<file path="src/rtl/layer_sequencer.sv">
// layer_sequencer: runs one fully-connected layer pass over NUM_NODES nodes.
//   Pops every node weight FIFO in lockstep while stepping the activation
//   address. It gates the node MACs, waits for the MAC pipeline to settle,
//   then presents the node results one at a time over a valid/ready port.
//
// Ports
//   clk_i         rising-edge clock
//   rst_i         synchronous, active-high reset (aborts any pass)
//   start_i       begin a pass; only sampled while idle
//   fifo_empty_i  per-node weight FIFO empty flags
//   rd_en_o       per-node FIFO pop, always all-ones or all-zeros
//   in_addr_o     activation buffer read address
//   mac_clr_o     clear all node accumulators
//   mac_en_o      accumulate weight*activation this cycle
//   out_valid_o   result for node out_sel_o is presented
//   out_ready_i   downstream accepts the presented result
//   out_sel_o     node index of the presented result
//   busy_o        high whenever not idle
//   done_o        one-cycle pulse at the end of a pass
module layer_sequencer #(
  parameter int unsigned NUM_NODES      = 4,
  parameter int unsigned NUM_INPUTS     = 8,
  parameter int unsigned IN_ADDR_WIDTH  = 3,
  parameter int unsigned NODE_SEL_WIDTH = 2,
  parameter int unsigned MAC_LATENCY    = 2
) (
  input  logic                      clk_i,
  input  logic                      rst_i,
  input  logic                      start_i,
  input  logic [NUM_NODES-1:0]      fifo_empty_i,
  output logic [NUM_NODES-1:0]      rd_en_o,
  output logic [IN_ADDR_WIDTH-1:0]  in_addr_o,
  output logic                      mac_clr_o,
  output logic                      mac_en_o,
  output logic                      out_valid_o,
  input  logic                      out_ready_i,
  output logic [NODE_SEL_WIDTH-1:0] out_sel_o,
  output logic                      busy_o,
  output logic                      done_o
);

  localparam int unsigned DrainW = $clog2(MAC_LATENCY + 1);

  localparam logic [IN_ADDR_WIDTH-1:0]  LastIn   = IN_ADDR_WIDTH'(NUM_INPUTS - 1);
  localparam logic [NODE_SEL_WIDTH-1:0] LastNode = NODE_SEL_WIDTH'(NUM_NODES - 1);
  localparam logic [DrainW-1:0]         LastDrain = DrainW'(MAC_LATENCY - 1);

  typedef enum logic [2:0] {
    StIdle,
    StClear,
    StAccum,
    StDrain,
    StWrite,
    StDone
  } state_e;

  state_e                    state_q, state_d;
  logic [IN_ADDR_WIDTH-1:0]  in_idx_q, in_idx_d;
  logic [NODE_SEL_WIDTH-1:0] node_idx_q, node_idx_d;
  logic [DrainW-1:0]         drain_cnt_q, drain_cnt_d;
  logic                      mac_en_q;
  logic                      pop;

  always_comb begin
    state_d     = state_q;
    in_idx_d    = in_idx_q;
    node_idx_d  = node_idx_q;
    drain_cnt_d = drain_cnt_q;
    pop         = 1'b0;
    mac_clr_o   = 1'b0;
    out_valid_o = 1'b0;
    done_o      = 1'b0;

    unique case (state_q)
      StIdle: begin
        if (start_i) state_d = StClear;
      end
      StClear: begin
        mac_clr_o = 1'b1;
        in_idx_d  = '0;
        state_d   = StAccum;
      end
      StAccum: begin
        // Any empty FIFO stalls the whole layer so no FIFO is ever underflowed.
        pop = ~|fifo_empty_i;
        if (pop) begin
          if (in_idx_q == LastIn) begin
            in_idx_d    = '0;
            drain_cnt_d = '0;
            state_d     = StDrain;
          end else begin
            in_idx_d = in_idx_q + 1'b1;
          end
        end
      end
      StDrain: begin
        // The final mac_en lands in the first drain cycle; the result is
        // stable MAC_LATENCY cycles later, i.e. on WRITE entry.
        if (drain_cnt_q == LastDrain) begin
          node_idx_d = '0;
          state_d    = StWrite;
        end else begin
          drain_cnt_d = drain_cnt_q + 1'b1;
        end
      end
      StWrite: begin
        out_valid_o = 1'b1;
        if (out_ready_i) begin
          if (node_idx_q == LastNode) begin
            node_idx_d = '0;
            state_d    = StDone;
          end else begin
            node_idx_d = node_idx_q + 1'b1;
          end
        end
      end
      StDone: begin
        done_o  = 1'b1;
        state_d = StIdle;
      end
      default: state_d = StIdle;
    endcase
  end

  always_ff @(posedge clk_i) begin
    if (rst_i) begin
      state_q     <= StIdle;
      in_idx_q    <= '0;
      node_idx_q  <= '0;
      drain_cnt_q <= '0;
      mac_en_q    <= 1'b0;
    end else begin
      state_q     <= state_d;
      in_idx_q    <= in_idx_d;
      node_idx_q  <= node_idx_d;
      drain_cnt_q <= drain_cnt_d;
      // FIFO and activation buffer both have one cycle of read latency.
      mac_en_q    <= pop;
    end
  end

  assign rd_en_o   = {NUM_NODES{pop}};
  assign in_addr_o = in_idx_q;
  assign out_sel_o = node_idx_q;
  assign mac_en_o  = mac_en_q;
  assign busy_o    = (state_q != StIdle);

endmodule

</file>
<file path="config.mk">
export PLATFORM = sky130hd
export DESIGN_NAME = layer_sequencer
export DESIGN_NICKNAME = d
export VERILOG_FILES = /design/src/rtl/layer_sequencer.sv
export SDC_FILE = /design/constraint.sdc
export NUM_CORES = 1
export LEC_CHECK = 0
export BUFFER_PORTS_ARGS = -buffer_cell sky130_fd_sc_hd__buf_4
export CAP_MARGIN = 20
export CORE_MARGIN = 8
export CORE_UTILIZATION = 30
export DETAILED_ROUTE_END_ITERATION = 8
export PLACE_DENSITY_LB_ADDON = 0.25
export SYNTH_ARGS = -nofsm -noshare
export SYNTH_HDL_FRONTEND = slang
export SYNTH_SLANG_ARGS = --single-unit
</file>
<file path="constraint.sdc">
create_clock -name clk_i -period 3.01 [get_ports clk_i]
set_input_delay 0.301 -clock clk_i [delete_from_list [all_inputs] [get_ports clk_i]]
set_output_delay 0.301 -clock clk_i [all_outputs]
set_load 0.1 [all_outputs]
</file>
# After elaboration in Yosys (flattened, before gate mapping)
# Index checks and enable logic that the tools add are counted.
[classes] add_sub_neg=3 n_reduce_logical=11 n_eq_ne=15 n_mux=22
[ops] op="$mux W3" n=8
[ops] op="$pmux W3 S5" n=1
[ops] op="$ne A2 B2 Y1 const B" n=7
[ops] op="$mux W2" n=6
[ops] op="$eq A3 B3 Y1 const B" n=3
[ops] op="$pmux W2 S2" n=2
[ops] op="$eq A3 B2 Y1 const B" n=2
[ops] op="$pmux W3 S2" n=1
[ops] op="$reduce_and A6 Y1" n=1
[ops] op="$reduce_bool A2 Y1" n=3
[ops] op="$add A2 B1 Y2 const B" n=2
[ops] op="$mux W1" n=4
[ops] op="$reduce_and A4 Y1" n=1
[ops] op="$reduce_or A4 Y1" n=1
[ops] op="$add A3 B1 Y3 const B" n=1
[ops] op="$eq A3 B1 Y1 const B" n=1
[ops] op="$logic_not A3 Y1" n=1
[ops] op="$reduce_and A3 Y1" n=1
[ops] op="$reduce_bool A3 Y1" n=1
[ops] op="$eq A2 B1 Y1 const B" n=1
[ops] op="$eq A2 B2 Y1 const B" n=1
[ops] op="$reduce_and A2 Y1" n=1
[ops] op="$logic_not A1 Y1" n=1
[word_totals] in_bits=8 reg_bits=11 word_cells=56

# Depth between registers and ports, before layout
# Gate-level depths: netlist (run 1).
[depth] depth_word=4 ltp_mapped=6 mapped_depth_nobuf=5

# Worst setup path after synthesis (run 1)
# OpenSTA, ideal clock, no wires.
[synth_timing] kind="flip-flop to flip-flop" from="register state_q[0]" to="register node_idx_q[0], in the netlist out_sel_o[0]" arrival_ns=3.284 stages_incl_launch_ff=6 setup_slack_ns=-0.408 required_ns=2.876 cell_sequence="dfxtp_1 buf_2 nor3b_1 and2_1 nand3b_1 a21oi_1"
[synth_between] elab_chain_cells=3 word_cells_on_any_way=7
[synth_rtl] element="from (decl)" line_no="57" rtl="state_e state_q, state_d;"
[synth_rtl] element="from (signal assigned)" line_no="127" rtl="state_q <= StIdle;"
[synth_rtl] element="from (signal assigned)" line_no="133" rtl="state_q <= state_d;"
[synth_rtl] element="$eq A3 B2 Y1 or $eq A3 B3 Y1 (tied branches)" line_no="74" rtl="unique case (state_q)"
[synth_rtl] element="$ne A2 B2 Y1 (no line) or $reduce_bool A2 Y1 (tied branches)"
[synth_rtl] element="$reduce_and A3 Y1 (no line)"
[synth_rtl] element="to (signal assigned)" line_no="135" rtl="node_idx_q <= node_idx_d;"
[synth_rtl] element="to (decl)" line_no="59" rtl="logic [NODE_SEL_WIDTH-1:0] node_idx_q, node_idx_d;"
# Parallel ways exist; a longest one is shown, timed or not.
# A chain may end at the register's enable or synchronous reset.

# Worst setup path after layout (run 1)
[layout_timing] from="register state_q[0]" to="output mac_clr_o"
[layout_between] elab_chain_cells=2
[layout_rtl] element="$eq A3 B1 Y1" line_no="74"
[layout_rtl] element="$mux W1" line_no="74"
[layout_rtl] element="to (decl)" line_no="33" rtl="output logic mac_clr_o,"
# Every way passes these cells.

==> impl_results.md, run 1 <==
* Status: finished clean
* PwrDens at 391 mW/mm^2
* Initial core utilization at 32.0%
* EDFF count, synth at 0
* Clock tree sinks at 11
* Chip Height at 61.8 microns
* Hold slack final at 0.288 ns
* ANT nets after route at 0
* Fill count at 221
* Clock Tree Buf Depth at 2
* Via Count at 547
* Critical path cell sequence: or3b_2 -> inv_1 -> buf_4
* Max-cap viol count at 0
* Leak at 0.336 nW
* Largest net degree at the start of global routing at 15
* Synth top area cells: dfxtp_1 35%, ha_1 8.0%, a21oi_1 5.6%, buf_4 4.8%, or3_1 4.0%
* First-pass GRT wire length at 2.50 mm
* Root Driver: clkbuf_4
* # diodes at 0
* Overflow after GRT at 0
* Synth top area share at 35.1%
* Area growth from synthesis to layout at 27.9%
* DRC violation count after routing at 0
* Hold Path Class: input port to flip-flop
* Count of pins over their slew limit at 0
* Tightest Pin Transition at 0.470 ns
* Syn Inst Count at 72
* Post-synth top area cell: dfxtp_1
* CTS H-tree depth at 1
* Worst path slowest cell: or3b_2
* Worst path top cell family by delay: simple AND/OR/NAND/NOR gates
* IO buf count at 21
* Num CTS Buffers at 3
* Most numerous cell in the Yosys netlist: dfxtp_1
* Endpoints failing setup at 0
* Final critical-path share of the clock period at 64.5%
* Initial antenna violation count at 0
* Ys flop type: dfxtp_1
* # IOs at 22
* Final wirelength at 1.44 mm
* GP Congestion at 0.737
* Number of synthesized register bits at 11
* DP Area at 777 sq um
* Fin. Hold Viols at 0
* Router iterations before antenna repair at 4
* Vias in the first global route at 586
* Type of origin of the critical path: flip-flop
* Setup bufs post-CTS at 0
* Worst VDD drop at 0.191 mV
* Setup TNS at 0 ns
* Synth Cell Area at 628 sq um
* Die X at 61.8 microns
* # rows at 16
* Critical path endpoint category: primary output
* CP Class: flip-flop to primary output
* Relative slew slack at 68.6%
* Post-layout min period at 1.94 ns
* Syn Area/Cell at 8.72 sq um
* Yosys Warn Count at 0
* Async S/R FF share, synth at 0%
* Fin nets at 102
* Die area at 0.00381 sq mm
* Crit path DAT at 1.64 ns
* Design Area, Final at 803 sq um
* Worst EP required at 2.71 ns
* Share of cells above drive strength 1 at 32.6%
* WL per Instance at 12.4 microns
* Core ar. at 0.00196 sq mm
* Crit path buf inv count at 2
* Largest fanout on the critical path at 10
* CTS clock-pin slew for the worst setup and hold paths at 0.07 ns
* Synth cell count leaders: 11 x dfxtp_1, 7 x a21oi_1, 5 x inv_1
* Vias/cell at 4.72
* HPWL Detailed at 1.06 mm
* Final Skew at 0.00103 ns
* Post-cts sizing count at 0
* Syn Nets at 84
* Worst-skew pair later-pin latency at 0.26 ns
* Fmax at 515 MHz
* Slowest stage delay, CP at 0.53 ns
* Hold Buf Count CTS at 0
* RSZ-0062 raised after global routing: no
* DR iter-0 viols at 3
* CTS tree: done
* Sequential element share of the synthesized area at 35.1%
* Tot GR Track Use at 8.79%
* Synth cell types at 28
layout make-up:
class / count / area [sq um] / share of cell area (%)
Timing Repair Buffer: 21 / 158 / 19.6
Inverter: 5 / 18.8 / 2.34
Sequential cell: 11 / 220 / 27.4
Clock buffer: 4 / 26.3 / 3.27
Multi-Input combinational cell: 48 / 347 / 43.1
Tap cell: 27 / 33.8 / 4.21
kinds of logic after synthesis:
group / count (synthesis) / synth area share, %
and+or+nand+nor: 29 / 30.3
AOI/OAI and AO/OA: 14 / 14.5
buffers and inverters: 13 / 10.6
DFF: 11 / 35.1
adders and majority gates: 4 / 7.97
muxes: 1 / 1.59
cell usage in the layout (no fill, tap or decap), drive strengths merged, types with 2 or more instances in the layout:
master,n
ha,4
nand3,5
a21oi,8
clkbuf,4
nor2,3
inv,5
nor3b,2
nand4,2
dfxtp,11
buf,21
or3,4
nand2,4
nand3b,3
o211ai,2
path summary, 6_finish.rpt:
kind,start,endpoint,slack (ns),depth (start not counted)
min reg2reg,in_addr_o[2]$_SDFFE_PP0P_,in_addr_o[2]$_SDFFE_PP0P_,0.50,2
min,rst_i,drain_cnt_q[1]$_SDFFE_PP0P_,0.29,2
max,state_q[0]$_SDFFE_PP0P_,mac_clr_o,1.07,3
max reg2reg,in_addr_o[0]$_SDFFE_PP0P_,drain_cnt_q[1]$_SDFFE_PP0P_,1.59,5
per-layer routing:
metal / routed length, microns / share of wire (%) / track usage, %
met5: 0 / 0 / 0
met4: 26 / 1.8 / 3.90
met3: 102 / 7.1 / 4.53
met2: 649 / 45 / 14.2
met1: 657 / 46 / 9.38
sequential cells by signal (all words and copies together) (netlist names):
register     flops
drain_cnt_q      2
out_sel_o        2
state_q          3
in_addr_o        3
mac_en_o         1
stage by stage:
step	setup WS [ns]	power (mW)	instances	util [%]
final	1.07	0.314	116	40.9
after global routing	0.966	0.333	116	40.9
after CTS	1.04	0.320	116	40.9
after detailed placement	1.28	0.219	112	39.6
after global placement	1.31	0.218	112	39.6
after floorplan	0.690	0.202	72	-
where the power goes:
group          internal [mW]  switching [mW]  leakage (nW)
combinational         0.0180          0.0412         0.232
clock                 0.0513          0.0477        0.0150
sequential             0.148         0.00765        0.0890
total                  0.218          0.0965         0.336
Note: power is estimated with default switching activity, not from simulation.
==> inputs of run 2 (changes only) <==
Clock period 3.01 ns to 1.8 ns, I/O delays scaled along.
==> impl_results.md, run 2 (synthesis results as in run 1) <==
* DRC violation count after routing at 0 (unchanged)
* PwrDens at 636 mW/mm^2 (+63%)
* Comb pwr share at 21.1% (+2.3 points)
* Design Area, Final at 847 sq um (+5.5%)
* Seq pwr share at 47.3% (-2.4 points)
* Fin. Hold Viols at 0 (unchanged)
* Num CTS Buffers at 3 (unchanged)
* Largest net degree at the start of global routing at 13 (-2)
* Fin util at 43.2% (+2.2 points)
* Reg-to-Reg Start: state_q[1]$_SDFFE_PP0P_
* CTS tree: done
* Clk pwr share at 31.6% (about the same)
* Overflow after GRT at 0 (unchanged)
* Post-layout min period at 1.70 ns
* Tightest Pin Transition at 0.310 ns (-0.161 ns)
* Initial core utilization at 32.0% (unchanged)
* RSZ-0062 raised after global routing: no
* Worst VDD drop at 0.424 mV (+120%)
* GP Congestion at 0.733 (-0.56%)
* Router iterations before antenna repair at 4 (unchanged)
* DR iter-0 viols at 1 (-2)
* Die X at 61.8 microns (unchanged)
* Count of pins over their slew limit at 0 (unchanged)
* CTS clock-pin slew for the worst setup and hold paths at 0.07 ns (about the same)
* Vias in the first global route at 585 (-0.17%)
* Clock tree sinks at 11 (unchanged)
* Fmax at 587 MHz
* Crit path DAT at 1.52 ns (-0.12 ns)
* Vias/cell at 4.87 (+3.3%)
* Commonest non-fill, non-tap cell in the layout: buf_4
* Share of cells above drive strength 1 at 38.5% (+5.9 points)
* IO buf count at 21 (unchanged)
* Core ar. at 0.00196 sq mm (unchanged)
* Reg-to-reg setup timing slack at 0.44 ns (-1.15 ns)
* Most frequent cells in the layout: 18 x buf_4, 8 x dfxtp_1, 7 x a21oi_1, 5 x buf_6
* Switching power at 168 uW (+74%)
* Worst-skew pair later-pin latency at 0.27 ns (about the same)
* Critical path endpoint category: primary output
* CTS H-tree depth at 1 (unchanged)
* Final wirelength at 1.48 mm (+3.1%)
* Area growth from synthesis to layout at 34.9%
* Fin nets at 104 (+2.0%)
* Tot GR Track Use at 8.44% (-0.35 points)
* CP Class: flip-flop to primary output
* Worst EP required at 1.62 ns (-1.09 ns)
* R2R cell count at 4 (-1)
* # rows at 16 (unchanged)
* HPWL Detailed at 1.11 mm (+4.5%)
* Worst setup path endpoint: mac_clr_o
* Root Driver: clkbuf_4
* # diodes at 0 (unchanged)
* Worst Setup SP: state_q[2]$_SDFFE_PP0P_
* Max-cap viol count at 0 (unchanged)
* Chip Height at 61.8 microns (unchanged)
* Final Skew at 0.00513 ns (+0.00410 ns)
* First-pass GRT wire length at 2.40 mm (-4.1%)
* Hold Buf Count CTS at 0 (unchanged)
* Endpoints failing setup at 0 (unchanged)
* Leak at 0.348 nW (+3.6%)
* Die area at 0.00381 sq mm (unchanged)
* DP Area at 802 sq um (+3.2%)
* ANT nets after route at 0 (unchanged)
* Relative slew slack at 79.3% (+11 points)
* Hold Path Class: input port to flip-flop
* Via Count at 575 (+5.1%)
* # IOs at 22 (unchanged)
* End of the worst register-to-register path: drain_cnt_q[0]$_SDFFE_PP0P_
* Setup bufs post-CTS at 0 (unchanged)
* Clock Tree Buf Depth at 2 (unchanged)
* Status: finished clean
* Largest fanout on the critical path at 11 (+1)
* Initial antenna violation count at 0 (unchanged)
* Sw frac at 31.2% (+0.53 points)
* Final critical-path share of the clock period at 94.6%
* Int Pwr at 371 uW (+70%)
* WL per Instance at 12.5 microns (+1.3%)
* Type of origin of the critical path: flip-flop
run 2: cell types whose count changed in the layout (fill, tap and decap cells not counted):
cell     change
buf_6        +5
buf_4        -3
dfxtp_1      -3
dfxtp_2      +3
inv_1        -1
inv_2        +1
nor3b_2      -1
nor3b_4      +1
run 2: worst max-delay path: stages, from the launching register on:
cell	delay, ns
dfxtp_1	0.40
or3b_2	0.55
inv_1	0.09
buf_6	0.22
run 2: cell type report:
class / count / area (sq um)
well taps: 27 / 33.8
clock buffers: 4 / 26.3
flip-flops and latches: 11 / 224
multi-input cells: 48 / 353
inverters: 5 / 18.8
fillers: 224 / 1110
repair buffers: 23 / 191
run 2: what timing repair did:
| action | in CTS | in global routing |
|---|---|---|
| hold endpoints to repair | 0 | 0 |
| endpoints found under the setup margin | 0 | 5 |
| resized for setup | 0 | 6 |
run 2: worst min path at each step:
stage	end	cells after the start	startpoint
final	drain_cnt_q[1]$_SDFFE_PP0P_	2	rst_i
after CTS	drain_cnt_q[1]$_SDFFE_PP0P_	2	rst_i
after global placement	drain_cnt_q[1]$_SDFFE_PP0P_	2	rst_i
after detailed placement	drain_cnt_q[1]$_SDFFE_PP0P_	2	rst_i
after global routing	drain_cnt_q[1]$_SDFFE_PP0P_	2	rst_i
after floorplan	state_q[0]$_SDFFE_PP0P_	1	rst_i
run 2: metrics by stage:
| step | power (mW) | worst slack, ns | hold WS, ns | TNS, ns | instances |
|---|---|---|---|---|---|
| after floorplan | 0.339 | -0.0843 | 0.297 | -0.168 | 72 |
| after CTS | 0.547 | 0.0417 | 0.148 | 0 | 118 |
| after global placement | 0.373 | 0.333 | 0.447 | 0 | 114 |
| final | 0.539 | 0.0972 | 0.159 | 0 | 118 |
| after global routing | 0.565 | 0.0424 | 0.150 | 0 | 118 |
| after detailed placement | 0.373 | 0.328 | 0.440 | 0 | 114 |
run 2: power groups by stage:
stage                     sequential (mW)  combinational, mW  clock (mW)
final                               0.255              0.114       0.170
after global routing                0.256              0.120       0.189
after CTS                           0.255              0.112       0.179
after detailed placement            0.261              0.112           0
after global placement              0.261              0.112           0
after floorplan                     0.260             0.0794           0
run 2: layer usage:
layer | global-route usage [%] | vias to the layer above | part of all wire, %
met2 | 14.0 | 12 | 49
met3 | 4.73 | 2 | 9.9
met5 | 0 | - | 0
met4 | 2.92 | 0 | 0.88
met1 | 8.74 | 267 | 40
li1 | - | 294 | -
==> inputs of run 3 (changes only) <==
Settings changed: PLACE_DENSITY_LB_ADDON 0.25 to default.
==> impl_results.md, run 3 (synthesis results as in run 1) <==
* Setup bufs post-CTS at 0 (unchanged)
* # rows at 16 (unchanged)
* Area growth from synthesis to layout at 33.1%
* Share of cells above drive strength 1 at 38.0% (-0.42 points)
* Most frequent cells in the layout: 24 x buf_4, 8 x dfxtp_1, 7 x a21oi_1, 5 x inv_1
* WL per Instance at 11.5 microns (-8.3%)
* GP Congestion at 0.715 (-2.4%)
* Setup TNS at 0 ns (unchanged)
* Area of the multi-input gates at 353 sq um (unchanged)
* Clock Tree Buf Depth at 2 (unchanged)
* Max-cap viol count at 0 (unchanged)
* CTS H-tree depth at 1 (unchanged)
* Hold Path Class: input port to flip-flop
* Critical path endpoint category: primary output
* Worst-skew pair later-pin latency at 0.26 ns (about the same)
* Count of pins over their slew limit at 0 (unchanged)
* Die area at 0.00381 sq mm (unchanged)
* Clock tree sinks at 11 (unchanged)
* Relative slew slack at 82.0% (+2.6 points)
* Hold Buf Count CTS at 0 (unchanged)
* Status: finished clean
* Tot GR Track Use at 8.11% (-0.33 points)
* Endpoints failing setup at 0 (unchanged)
* Placed insts at 115 (+0.88%)
* Vias in the first global route at 577 (-1.4%)
* Initial antenna violation count at 0 (unchanged)
* Initial core utilization at 32.0% (unchanged)
* Fin. Hold Viols at 0 (unchanged)
* Post-Layout Cell Count at 119 (+0.85%)
* Largest net degree at the start of global routing at 13 (unchanged)
* Fill count at 229 (+2.2%)
* Total power at 531 uW (-1.4%)
* Crit path DAT at 1.50 ns (-0.02 ns)
* Type of origin of the critical path: flip-flop
* Final critical-path share of the clock period at 93.4% (-1.2 points)
* Vias/cell at 4.69 (-3.8%)
* ANT nets after route at 0 (unchanged)
* Die X at 61.8 microns (unchanged)
* Root Driver: clkbuf_4
* FF+latch area at 224 sq um (unchanged)
* Largest fanout on the critical path at 7 (-4)
* Router iterations before antenna repair at 4 (unchanged)
* DR iter-0 viols at 8 (+7)
* Final wirelength at 1.37 mm (-7.6%)
* Post-cts sizing count at 0 (unchanged)
* Commonest non-fill, non-tap cell in the layout: buf_4
* Worst VDD drop at 0.283 mV (-33%)
* HPWL Detailed at 1.08 mm (-2.6%)
* Fmax at 595 MHz (+1.3%)
* Final Skew at 0.00685 ns (+0.00172 ns)
* CP Class: flip-flop to primary output
* Chip Height at 61.8 microns (unchanged)
* Leak at 0.352 nW (+1.2%)
* RSZ-0062 raised after global routing: no
* Overflow after GRT at 0 (unchanged)
* Via Count at 558 (-3.0%)
* IO buf count at 21 (unchanged)
* First-pass GRT wire length at 2.35 mm (-2.0%)
* Num CTS Buffers at 3 (unchanged)
* Fin util at 42.6% (-0.57 points)
* CTS tree: done
* # diodes at 0 (unchanged)
* DRC violation count after routing at 0 (unchanged)
* Tightest Pin Transition at 0.269 ns (-0.0410 ns)
* Worst EP required at 1.62 ns (about the same)
* Fin nets at 105 (+0.96%)
* Post-layout min period at 1.68 ns (-0.0213 ns)
* Core ar. at 0.00196 sq mm (unchanged)
* CTS clock-pin slew for the worst setup and hold paths at 0.07 ns (about the same)
* PwrDens at 636 mW/mm^2 (about the same)
* # IOs at 22 (unchanged)
==> run 3: cell count changes in the layout (fill, tap and decap cells not counted) <==
cell   delta
buf_4     +6
buf_6     -5
inv_1     +1
inv_2     -1
==> run 3: critical path, cell delays in order, from the launching register on <==
cell	delay, ns
dfxtp_1	0.37
or3b_2	0.51
inv_1	0.07
buf_4	0.28
==> run 3: routing by layer <==
metal	wire [microns]	vias up	global-route usage, %
met1	671	244	9.35
li1	-	297	-
met4	26	0	5.52
met3	61	2	2.47
met5	0	-	0
met2	608	15	12.6
==> run 3: per-stage QoR <==
stage	instance area, sq um	hold slack [ns]	setup WS (ns)
2_1_floorplan	643	0.297	-0.0843
3_3_place_gp	810	0.441	0.359
3_5_place_dp	810	0.445	0.315
4_1_cts	836	0.153	0.0982
5_1_grt	836	0.171	0.0374
6_report	836	0.162	0.119
==> run 3: worst paths after layout <==
path / startpoint / endpoint / slack (ns) / cells past startpoint
hold / removal: rst_i / drain_cnt_q[1]$_SDFFE_PP0P_ / 0.16 / 2
setup / recovery: state_q[1]$_SDFFE_PP0P_ / mac_clr_o / 0.12 / 3
hold reg to reg: in_addr_o[1]$_SDFFE_PP0P_ / in_addr_o[1]$_SDFFE_PP0P_ / 0.48 / 2
setup reg to reg: in_addr_o[0]$_SDFFE_PP0P_ / drain_cnt_q[1]$_SDFFE_PP0P_ / 0.45 / 5
==> run 3: cell type report <==
class                   instances  share of cell area (%)
clock buffers                   4                    3.14
inverters                       5                    2.25
multi-input cells              48                    42.2
flip-flops and latches         11                    26.8
well taps                      27                    4.04
repair buffers                 24                    21.6
==> run 3: power breakdown <==
part | internal, mW | switching (mW)
logic | 0.0349 | 0.0773
clock network | 0.0856 | 0.0793
registers | 0.248 | 0.00574
